`src/rtl/output_display_scanner_if.sv`:
```
// ---------------------------------------------------------------------------
// output_display_scanner_if
// Bundle between the display-word producer and the 7-segment scanner.
//   DISP_IN          [16:10] raw sign segment pattern, [9:0] value field
//   HEXADECIMAL_FLAG 1 = value[7:0] is two hex nibbles, 0 = BCD digits
//   DISP_EN          0 = all digit anodes dark (scanning keeps running)
//   SEG_N            segments {g,f,e,d,c,b,a}, active-low
//   DIGIT_EN_N       digit anodes, active-low; bit0 ones .. bit3 sign
//   FRAME_DONE       one-cycle pulse at each frame start
// master = producer/board side, slave = scanner.
// ---------------------------------------------------------------------------
interface output_display_scanner_if;
    logic [16:0] DISP_IN;
    logic        HEXADECIMAL_FLAG;
    logic        DISP_EN;
    logic [6:0]  SEG_N;
    logic [3:0]  DIGIT_EN_N;
    logic        FRAME_DONE;

    modport master (
        output DISP_IN, HEXADECIMAL_FLAG, DISP_EN,
        input  SEG_N, DIGIT_EN_N, FRAME_DONE
    );

    modport slave (
        input  DISP_IN, HEXADECIMAL_FLAG, DISP_EN,
        output SEG_N, DIGIT_EN_N, FRAME_DONE
    );
endinterface

```
`src/rtl/output_display_scanner.sv`:
```
// ---------------------------------------------------------------------------
// output_display_scanner
// Time-multiplexes the 17-bit display word onto a 4-digit common-anode
// 7-segment display (ones, tens, hundreds, sign). The word is snapshotted
// once per frame so a frame never mixes two values.
//   CLK    system clock, rising edge
//   CLR_N  asynchronous active-low reset, released synchronously
//   bus    output_display_scanner_if.slave (see interface header)
// Parameters:
//   SCAN_DIV  clock cycles per digit slot (>= 1)
//   BLANK_LZ  1 = blank leading zeros in decimal mode
// ---------------------------------------------------------------------------
module output_display_scanner #(
    parameter int SCAN_DIV = 50000,
    parameter bit BLANK_LZ = 1'b1
) (
    input  logic                      CLK,
    input  logic                      CLR_N,
    output_display_scanner_if.slave   bus
);

    localparam int               CNT_W    = (SCAN_DIV > 1) ? $clog2(SCAN_DIV) : 1;
    localparam logic [CNT_W-1:0] CNT_LAST = CNT_W'(SCAN_DIV - 1);
    localparam logic [6:0]       SEG_OFF  = 7'b1111111;

    logic [CNT_W-1:0] cnt;
    logic [1:0]       idx;
    logic [16:0]      snap;
    logic             snap_hex;
    logic             run;       // set by the first tick; keeps anodes dark until then
    logic [6:0]       seg_q;
    logic [3:0]       en_q;
    logic             frame_q;

    logic        tick;
    logic        frame_start;
    logic [1:0]  idx_nxt;
    logic [16:0] src_word;
    logic        src_hex;

    function automatic logic [6:0] glyph(input logic [3:0] n);
        logic [6:0] g;
        case (n)
            4'h0: g = 7'b1000000;
            4'h1: g = 7'b1111001;
            4'h2: g = 7'b0100100;
            4'h3: g = 7'b0110000;
            4'h4: g = 7'b0011001;
            4'h5: g = 7'b0010010;
            4'h6: g = 7'b0000010;
            4'h7: g = 7'b1111000;
            4'h8: g = 7'b0000000;
            4'h9: g = 7'b0010000;
            4'hA: g = 7'b0001000;
            4'hB: g = 7'b0000011;
            4'hC: g = 7'b1000110;
            4'hD: g = 7'b0100001;
            4'hE: g = 7'b0000110;
            default: g = 7'b0001110;
        endcase
        return g;
    endfunction

    // Segment pattern for slot k of word w. Nibbles above 9 in decimal mode
    // simply show their hex glyph.
    function automatic logic [6:0] slot_seg(input logic [1:0] k, input logic [16:0] w,
                                            input logic hex);
        logic [3:0] d1;
        logic [3:0] d2;
        logic       b1;
        logic       b2;
        logic [6:0] s;
        d1 = w[7:4];
        d2 = {2'b00, w[9:8]};
        if (hex) begin
            b2 = 1'b1;
            b1 = 1'b0;
        end else begin
            b2 = BLANK_LZ && (d2 == 4'd0);
            b1 = BLANK_LZ && (d2 == 4'd0) && (d1 == 4'd0);
        end
        case (k)
            2'd0:    s = glyph(w[3:0]);
            2'd1:    s = b1 ? SEG_OFF : glyph(d1);
            2'd2:    s = b2 ? SEG_OFF : glyph(d2);
            default: s = w[16:10];
        endcase
        return s;
    endfunction

    always_comb begin
        tick        = (cnt == CNT_LAST);
        frame_start = tick && (idx == 2'd3);
        idx_nxt     = tick ? idx + 2'd1 : idx;
        // On the frame edge digit 0 is decoded from the live word so it
        // matches what is being captured into the snapshot.
        src_word    = frame_start ? bus.DISP_IN : snap;
        src_hex     = frame_start ? bus.HEXADECIMAL_FLAG : snap_hex;
    end

    always_ff @(posedge CLK or negedge CLR_N) begin
        if (!CLR_N) begin
            cnt      <= '0;
            idx      <= 2'd3;
            snap     <= {7'b1111111, 10'b0};
            snap_hex <= 1'b0;
            run      <= 1'b0;
            seg_q    <= SEG_OFF;
            en_q     <= 4'b1111;
            frame_q  <= 1'b0;
        end else begin
            cnt     <= tick ? '0 : cnt + 1'b1;
            frame_q <= frame_start;
            if (tick) begin
                idx   <= idx_nxt;
                run   <= 1'b1;
                seg_q <= slot_seg(idx_nxt, src_word, src_hex);
            end
            if (frame_start) begin
                snap     <= bus.DISP_IN;
                snap_hex <= bus.HEXADECIMAL_FLAG;
            end
            // Anodes follow DISP_EN every edge, independent of the scan.
            en_q <= (bus.DISP_EN && (run || tick)) ? ~(4'b0001 << idx_nxt) : 4'b1111;
        end
    end

    assign bus.SEG_N      = seg_q;
    assign bus.DIGIT_EN_N = en_q;
    assign bus.FRAME_DONE = frame_q;

endmodule

```
`src/flat_wrapper.sv`:
```
// flat-port wrapper written by rule: the top's interface ports become plain ports
module output_display_scanner_flat 
#(
    parameter int SCAN_DIV = 50000,
    parameter bit BLANK_LZ = 1'b1
)
  (CLK, CLR_N, bus_DISP_IN, bus_HEXADECIMAL_FLAG, bus_DISP_EN, bus_SEG_N, bus_DIGIT_EN_N, bus_FRAME_DONE);
  output_display_scanner_if bus_i ();
  input  logic CLK;
  input  logic CLR_N;
  input wire logic [$bits(bus_i.DISP_IN)-1:0] bus_DISP_IN;
  input wire logic [$bits(bus_i.HEXADECIMAL_FLAG)-1:0] bus_HEXADECIMAL_FLAG;
  input wire logic [$bits(bus_i.DISP_EN)-1:0] bus_DISP_EN;
  output wire logic [$bits(bus_i.SEG_N)-1:0] bus_SEG_N;
  output wire logic [$bits(bus_i.DIGIT_EN_N)-1:0] bus_DIGIT_EN_N;
  output wire logic [$bits(bus_i.FRAME_DONE)-1:0] bus_FRAME_DONE;
  assign bus_i.DISP_IN = bus_DISP_IN;
  assign bus_i.HEXADECIMAL_FLAG = bus_HEXADECIMAL_FLAG;
  assign bus_i.DISP_EN = bus_DISP_EN;
  assign bus_SEG_N = bus_i.SEG_N;
  assign bus_DIGIT_EN_N = bus_i.DIGIT_EN_N;
  assign bus_FRAME_DONE = bus_i.FRAME_DONE;
  output_display_scanner #(.SCAN_DIV(SCAN_DIV), .BLANK_LZ(BLANK_LZ)) u_core (.CLK(CLK), .CLR_N(CLR_N), .bus(bus_i));
endmodule
```
`config.mk`:
```
export PLATFORM = sky130hd
export DESIGN_NAME = output_display_scanner_flat
export DESIGN_NICKNAME = d
export VERILOG_FILES = /design/src/rtl/output_display_scanner_if.sv /design/src/rtl/output_display_scanner.sv /design/src/flat_wrapper.sv
export SDC_FILE = /design/constraint.sdc
export NUM_CORES = 1
export LEC_CHECK = 0
export ABC_AREA = 1
export CAP_MARGIN = 25
export CELL_PAD_IN_SITES_DETAIL_PLACEMENT = 0
export CELL_PAD_IN_SITES_GLOBAL_PLACEMENT = 1
export CORE_MARGIN = 1
export CORE_UTILIZATION = 40
export CTS_BUF_LIST = sky130_fd_sc_hd__clkbuf_16
export DETAILED_ROUTE_END_ITERATION = 6
export PLACE_DENSITY = 0.81
export SLEW_MARGIN = 15
export SYNTH_ARGS = -nofsm -noshare
export SYNTH_HDL_FRONTEND = slang
export SYNTH_SLANG_ARGS = --single-unit
```
`constraint.sdc`:
```
create_clock -name CLK -period 3 [get_ports CLK]
set_input_delay 0.75 -clock CLK [delete_from_list [all_inputs] [get_ports CLK]]
set_output_delay 0.75 -clock CLK [all_outputs]
set_load 0.01 [all_outputs]
```
==> results of run 1 <==
==> sequential cells by signal, indices dropped and copies added, names as in the netlist <==
| register | flops |
|---|---|
| u_core.snap | 17 |
| u_core.cnt | 16 |
| u_core.bus.SEG_N | 7 |
| u_core.bus.DIGIT_EN_N | 4 |
| u_core.idx | 2 |
| u_core.bus.FRAME_DONE | 1 |
| u_core.run | 1 |
| u_core.snap_hex | 1 |
==> stage by stage <==
stage	cells	hold WS [ps]	area (µm²)
6_report	549	438	3670
5_1_grt	549	477	3670
3_3_place_gp	541	432	3500
3_5_place_dp	541	436	3500
2_1_floorplan	408	420	3050
4_1_cts	549	451	3670
==> layer usage <==
layer | routed length (µm) | share of wire | GRT usage
met5 | 0 | 0 | 0
met4 | 55 | 0.0079 | 0.0433
met3 | 300 | 0.043 | 0.0277
met2 | 3050 | 0.44 | 0.294
met1 | 3560 | 0.51 | 0.295
==> critical path: stages, from the launching register on <==
cell and delay, ps:
dfrtp_1 400, nor2_1 130, nand2_1 150, nor2_2 260
nand3_2 250, nand2_1 120, nand2_1 180, inv_1 190
ha_1 180, nand3_1 140, nand2_1 100, nand2_1 50
nand3_1 110, nand2_1 60, nand2_1 100, nand2_1 60
nand2_1 50
==> logic make-up after synthesis <==
group / count (synthesis) / synth area share
buffers and inverters: 69 / 0.0903
xor gates and xnor gates: 4 / 0.0115
DFF: 49 / 0.411
and+or+nand+nor: 243 / 0.361
adders and majority gates: 16 / 0.0657
AOI/OAI and AO/OA: 27 / 0.0612
==> cell usage in the layout, fill, tap and decap left out, types with 2 or more instances in the layout <==
cell             synthesis  routed
nand2_1                137     137
inv_1                   55      56
nand3_1                 35      35
nor2_1                  32      32
clkdlybuf4s50_1          0      31
dfrtp_1                 29      29
dfstp_2                 20      20
ha_1                    16      16
nand4_1                 10      10
nand2_2                  8       8
inv_2                    7       7
buf_4                    0       7
a21oi_1                  6       6
a31oi_1                  6       6
clkbuf_16                0       6
o21ai_0                  5       5
nor3_1                   4       4
xor2_1                   4       4
nor2_2                   3       3
nand3_2                  3       3
o21ai_2                  3       3
nor2_4                   3       3
clkinv_1                 2       2
o21ai_4                  2       2
nand2_4                  2       2
nor4_1                   2       2
nor3b_1                  2       2
==> how the worst min path moves through the flow <==
stage	from	endpoint	slack, ps	depth (start not counted)
floorplan	u_core.run	u_core.run	420	2
global placement	u_core.run	u_core.run	430	2
detailed placement	u_core.run	u_core.run	440	2
CTS	u_core.run	u_core.run	450	2
global route	CLR_N	u_core.cnt[4]	480	1
finish	CLR_N	u_core.cnt[4]	440	1
==> area by class of cell <==
class / instances / area, µm² / area share
Clock buffer: 6 / 150 / 0.0409
Timing Repair Buffer: 39 / 368 / 0.100
Inverter: 64 / 240 / 0.0655
Sequential cell: 49 / 1250 / 0.341
Tap cell: 99 / 124 / 0.0338
Clock inverter: 2 / 12.5 / 0.00341
Multi-Input combinational cell: 290 / 1520 / 0.415
==> where the power goes <==
group	internal [mW]	total, mW	switching, mW
clock network	0.359	0.610	0.252
registers	0.662	0.662	0
logic	0.0245	0.0455	0.0211
total	1.04	1.32	0.273
==> impl_metrics.env, run 1 <==
export IMPL_synth_top_area_share=0.238
export IMPL_fp_dieH_um=89.3
export IMPL_ys_warn_count=0
export IMPL_avgSynthCellArea_um2=7.47
export IMPL_r2r_slack_ps=430
export IMPL_vias_per_cell=4.83
export IMPL_leakagePower_nw=1.95
export IMPL_critPathLaunchType="flop"
export IMPL_antennaDiodeCount=0
export IMPL_tns_ps=0
export IMPL_postSynthCellCount=408
export IMPL_startpoint="u_core.cnt[4]"
export IMPL_clock_fmax_mhz=390
export IMPL_status="finished clean"
export IMPL_grt_pass1_vias=2384
export IMPL_worstSetupEndpointType="flop"
export IMPL_synthesis_area_mm2=0.00305
export IMPL_drive_above_1_share=0.149
export IMPL_fin_worst_skew_ps=3.85
export IMPL_cts_tree="done"
export IMPL_drt_antenna_violating_nets=0
export IMPL_p_per_area_mw_per_mm2=359
export IMPL_maxSlewHeadroom=0.642
export IMPL_hold_path_class="primary input to async pin"
export IMPL_worst_r2r_cell_count=16
export IMPL_die_x_um=89.3
export IMPL_wl_um=6970
export IMPL_yosysMostFrequentCell="nand2_1"
export IMPL_groute_usage_overall=0.195
export IMPL_synth_area_leaders="dfrtp_1, dfstp_2, nand2_1"
export IMPL_synth_ff_latch_count=49
export IMPL_r2r_end="u_core.bus.SEG_N[3]"
export IMPL_arrival_ps=2800
export IMPL_rows=31
export IMPL_cp_endpoint="u_core.bus.SEG_N[3]"
export IMPL_start_util=0.418
export IMPL_cts_root_buf="clkbuf_16"
export IMPL_finalCritPeriodShare=0.855
export IMPL_maxSlewViolCount=0
export IMPL_synth_top_area_cell="dfrtp_1"
export IMPL_finalCriticalPeriod_ps=2570
export IMPL_firstDrtPassIters=5
export IMPL_worstMarginPinSlew_ps=537
export IMPL_nFillCells=745
export IMPL_cts_num_sinks=49
export IMPL_place_hpwl_um=5380
export IMPL_clk_latency_ps=290
export IMPL_gp_congestion=0.868
export IMPL_drc=0
export IMPL_synth_edf_count=0
export IMPL_grt_max_degree=24
export IMPL_hold_viol=0
export IMPL_synth_ff_type="dfrtp_1"
export IMPL_required_ps=3230
export IMPL_dieArea_mm2=0.00797
export IMPL_rsz0062_at_grt="no"
export IMPL_post_cts_buffers=0
export IMPL_wl_per_cell_um=12.7
export IMPL_critPathMaxFanout=9
export IMPL_total_power_mw=1.32
export IMPL_grt_overflow=0
export IMPL_io_buffers=32
export IMPL_cts_buffer_depth=2
export IMPL_finalWorstSetupSlack_ps=435
export IMPL_numCtsBuffers=5
export IMPL_grt_pass1_wl_um=11800
export IMPL_cts_resized=0
export IMPL_ir_drop_mv=0.227
export IMPL_area_growth_pct=20.3
export IMPL_final_nets=486
export IMPL_antenna_found_initial=0
export IMPL_reg2reg_from="u_core.cnt[4]"
export IMPL_synth_cell_types=34
export IMPL_pre_cts_ws_ps=374
export IMPL_htreeDepth=2
export IMPL_final_util=0.503
export IMPL_yosysSeqAreaShare=0.411
export IMPL_hold_buffers=0
export IMPL_setup_violations=0
export IMPL_vias=2649
export IMPL_clk_pin_slew_worst_paths_ps=70
export IMPL_maxCapViolCount=0
export IMPL_path_class="flop to flop"
export IMPL_drt_iter0_drc=133
export IMPL_syn_nets=445
export IMPL_fp_coreArea_mm2=0.00729
export IMPL_synth_top_cells_by_count="nand2_1, inv_1, nand3_1"
export IMPL_boundaryPins=33
export IMPL_async_flop_share=1.00
Note: power is estimated with default switching activity, not from simulation.
==> inputs of run 2 (changes only) <==
--- a/config.mk
+++ b/config.mk
@@ -6,7 +6,6 @@
 export NUM_CORES = 1
 export LEC_CHECK = 0
 export ABC_AREA = 1
-export CAP_MARGIN = 25
 export CELL_PAD_IN_SITES_DETAIL_PLACEMENT = 0
 export CELL_PAD_IN_SITES_GLOBAL_PLACEMENT = 1
 export CORE_MARGIN = 1
@@ -18,3 +17,4 @@
 export SYNTH_ARGS = -nofsm -noshare
 export SYNTH_HDL_FRONTEND = slang
 export SYNTH_SLANG_ARGS = --single-unit
+export TNS_END_PERCENT = 10
==> results of run 2 <==
The final DEF is identical to that of run 1; final timing and power are the same.
==> inputs of run 3 (changes only) <==
==> constraint.sdc (replaced) <==
create_clock -name CLK -period 2.5 [get_ports CLK]
set_input_delay 0.625 -clock CLK [delete_from_list [all_inputs] [get_ports CLK]]
set_output_delay 0.625 -clock CLK [all_outputs]
set_load 0.01 [all_outputs]
==> impl_metrics.env, run 3 (synthesis results as in run 1) <==
export IMPL_largest_reg_flops=17
export IMPL_clk_pin_slew_worst_paths_ps=70
export IMPL_area_growth_pct=25.2
export IMPL_fp_dieH_um=89.3
export IMPL_placed_cells=552
export IMPL_wl_per_cell_um=12.9
export IMPL_antenna_found_initial=0
export IMPL_reg2reg_from="u_core.idx[0]"
export IMPL_drive_above_1_share=0.194
export IMPL_vias_per_cell=4.80
export IMPL_drc=0
export IMPL_tns_ps=0
export IMPL_worstSetupEndpointType="flop"
export IMPL_maxSlewViolCount=0
export IMPL_antennaDiodeCount=0
export IMPL_cts_num_sinks=49
export IMPL_hold_buffers=0
export IMPL_arrival_ps=2520
export IMPL_gp_congestion=0.903
export IMPL_startpoint="u_core.idx[0]"
export IMPL_hold_path_class="primary input to async pin"
export IMPL_wl_um=7280
export IMPL_firstDrtPassIters=4
export IMPL_place_hpwl_um=5480
export IMPL_ir_drop_mv=0.225
export IMPL_final_util=0.524
export IMPL_finalCritPeriodShare=0.919
export IMPL_status="finished clean"
export IMPL_clk_latency_ps=290
export IMPL_io_buffers=32
export IMPL_leakagePower_nw=2.01
export IMPL_worstMarginPinSlew_ps=612
export IMPL_final_cell_mix="nand2_1, inv_1, nand3_1"
export IMPL_clock_fmax_mhz=435
export IMPL_fin_worst_skew_ps=6.02
export IMPL_path_class="flop to flop"
export IMPL_grt_pass1_wl_um=12300
export IMPL_drt_antenna_violating_nets=0
export IMPL_regMostFlops="u_core.snap"
export IMPL_final_nets=501
export IMPL_grt_pass1_vias=2606
export IMPL_boundaryPins=33
export IMPL_cts_root_buf="clkbuf_16"
export IMPL_dieArea_mm2=0.00797
export IMPL_rows=31
export IMPL_critPathLaunchType="flop"
export IMPL_maxSlewHeadroom=0.592
export IMPL_grt_max_degree=50
export IMPL_die_x_um=89.3
export IMPL_htreeDepth=2
export IMPL_fp_coreArea_mm2=0.00729
export IMPL_numCtsBuffers=5
export IMPL_finalCriticalPeriod_ps=2300
export IMPL_placed_area_mm2=0.00359
export IMPL_required_ps=2720
export IMPL_groute_usage_overall=0.202
export IMPL_grt_overflow=0
export IMPL_cts_tree="done"
export IMPL_fin_cells=564
export IMPL_total_power_mw=1.53
export IMPL_vias=2707
export IMPL_drt_iter0_drc=111
export IMPL_hold_viol=0
export IMPL_p_per_area_mw_per_mm2=400
export IMPL_critPathMaxFanout=9
export IMPL_final_area_mm2=0.00382
export IMPL_maxCapViolCount=0
export IMPL_start_util=0.418
export IMPL_cts_buffer_depth=2
export IMPL_setup_violations=0
export IMPL_layout_commonest_cell="nand2_1"
run 3: metrics by stage:
step                      worst slack, ps  hold slack [ps]
final                                 202              423
after global routing               -0.868              491
after CTS                            17.7              458
after detailed placement             50.8              443
after global placement               69.7              432
after floorplan                       153              329
run 3: worst paths after layout:
path / endpoint / slack (ps) / depth (start not counted)
worst max register to register: u_core.bus.SEG_N[3] / 200 / 14
worst min register to register: u_core.run / 460 / 2
worst max-delay path: u_core.bus.SEG_N[3] / 200 / 14
worst min-delay path: u_core.cnt[14] / 420 / 2
max in group asynchronous: u_core.bus.FRAME_DONE / 1660 / 2
min in group CLK: u_core.run / 460 / 2
run 3: repair_timing:
item	4_1_cts	5_1_grt
gates resized for setup	0	12
setup endpoints to repair	0	7
setup buffers	0	4
run 3: critical path, stage by stage, from the launching register on:
cell and delay (ps):
dfstp_2 560, ha_2 270, buf_4 190, nand4_1 120, nand2_2 160, inv_1 110
ha_1 210, nand3_1 120, nand2_1 80, nand2_1 60, nand3_1 80, nand2_1 70
nand2_1 80, nand2_1 70, nand2_1 50
run 3: final cells by class:
cell class	instances	area (µm²)
Clock buffer	5	125
Sequential cell	49	1250
Tap cell	99	124
Multi-Input combinational cell	290	1580
Clock inverter	3	21.3
Inverter	64	240
Timing Repair Buffer	54	480
Fill cell	731	3470
run 3: metal layers:
layer  GRT usage  vias to the layer above  wire [µm]  part of all wire
li1            -                     1395          -                 -
met1       0.283                     1236       3710              0.51
met2       0.324                       64       3210              0.44
met3      0.0286                       12        239             0.033
met4      0.0620                        0        120             0.016
met5           0                        -          0                 0
run 3: report_power, final:
group	total, mW	switching, mW	internal (mW)
Combinational	0.0522	0.0239	0.0283
Clock	0.680	0.307	0.373
Sequential	0.794	0	0.794
Total	1.53	0.331	1.20
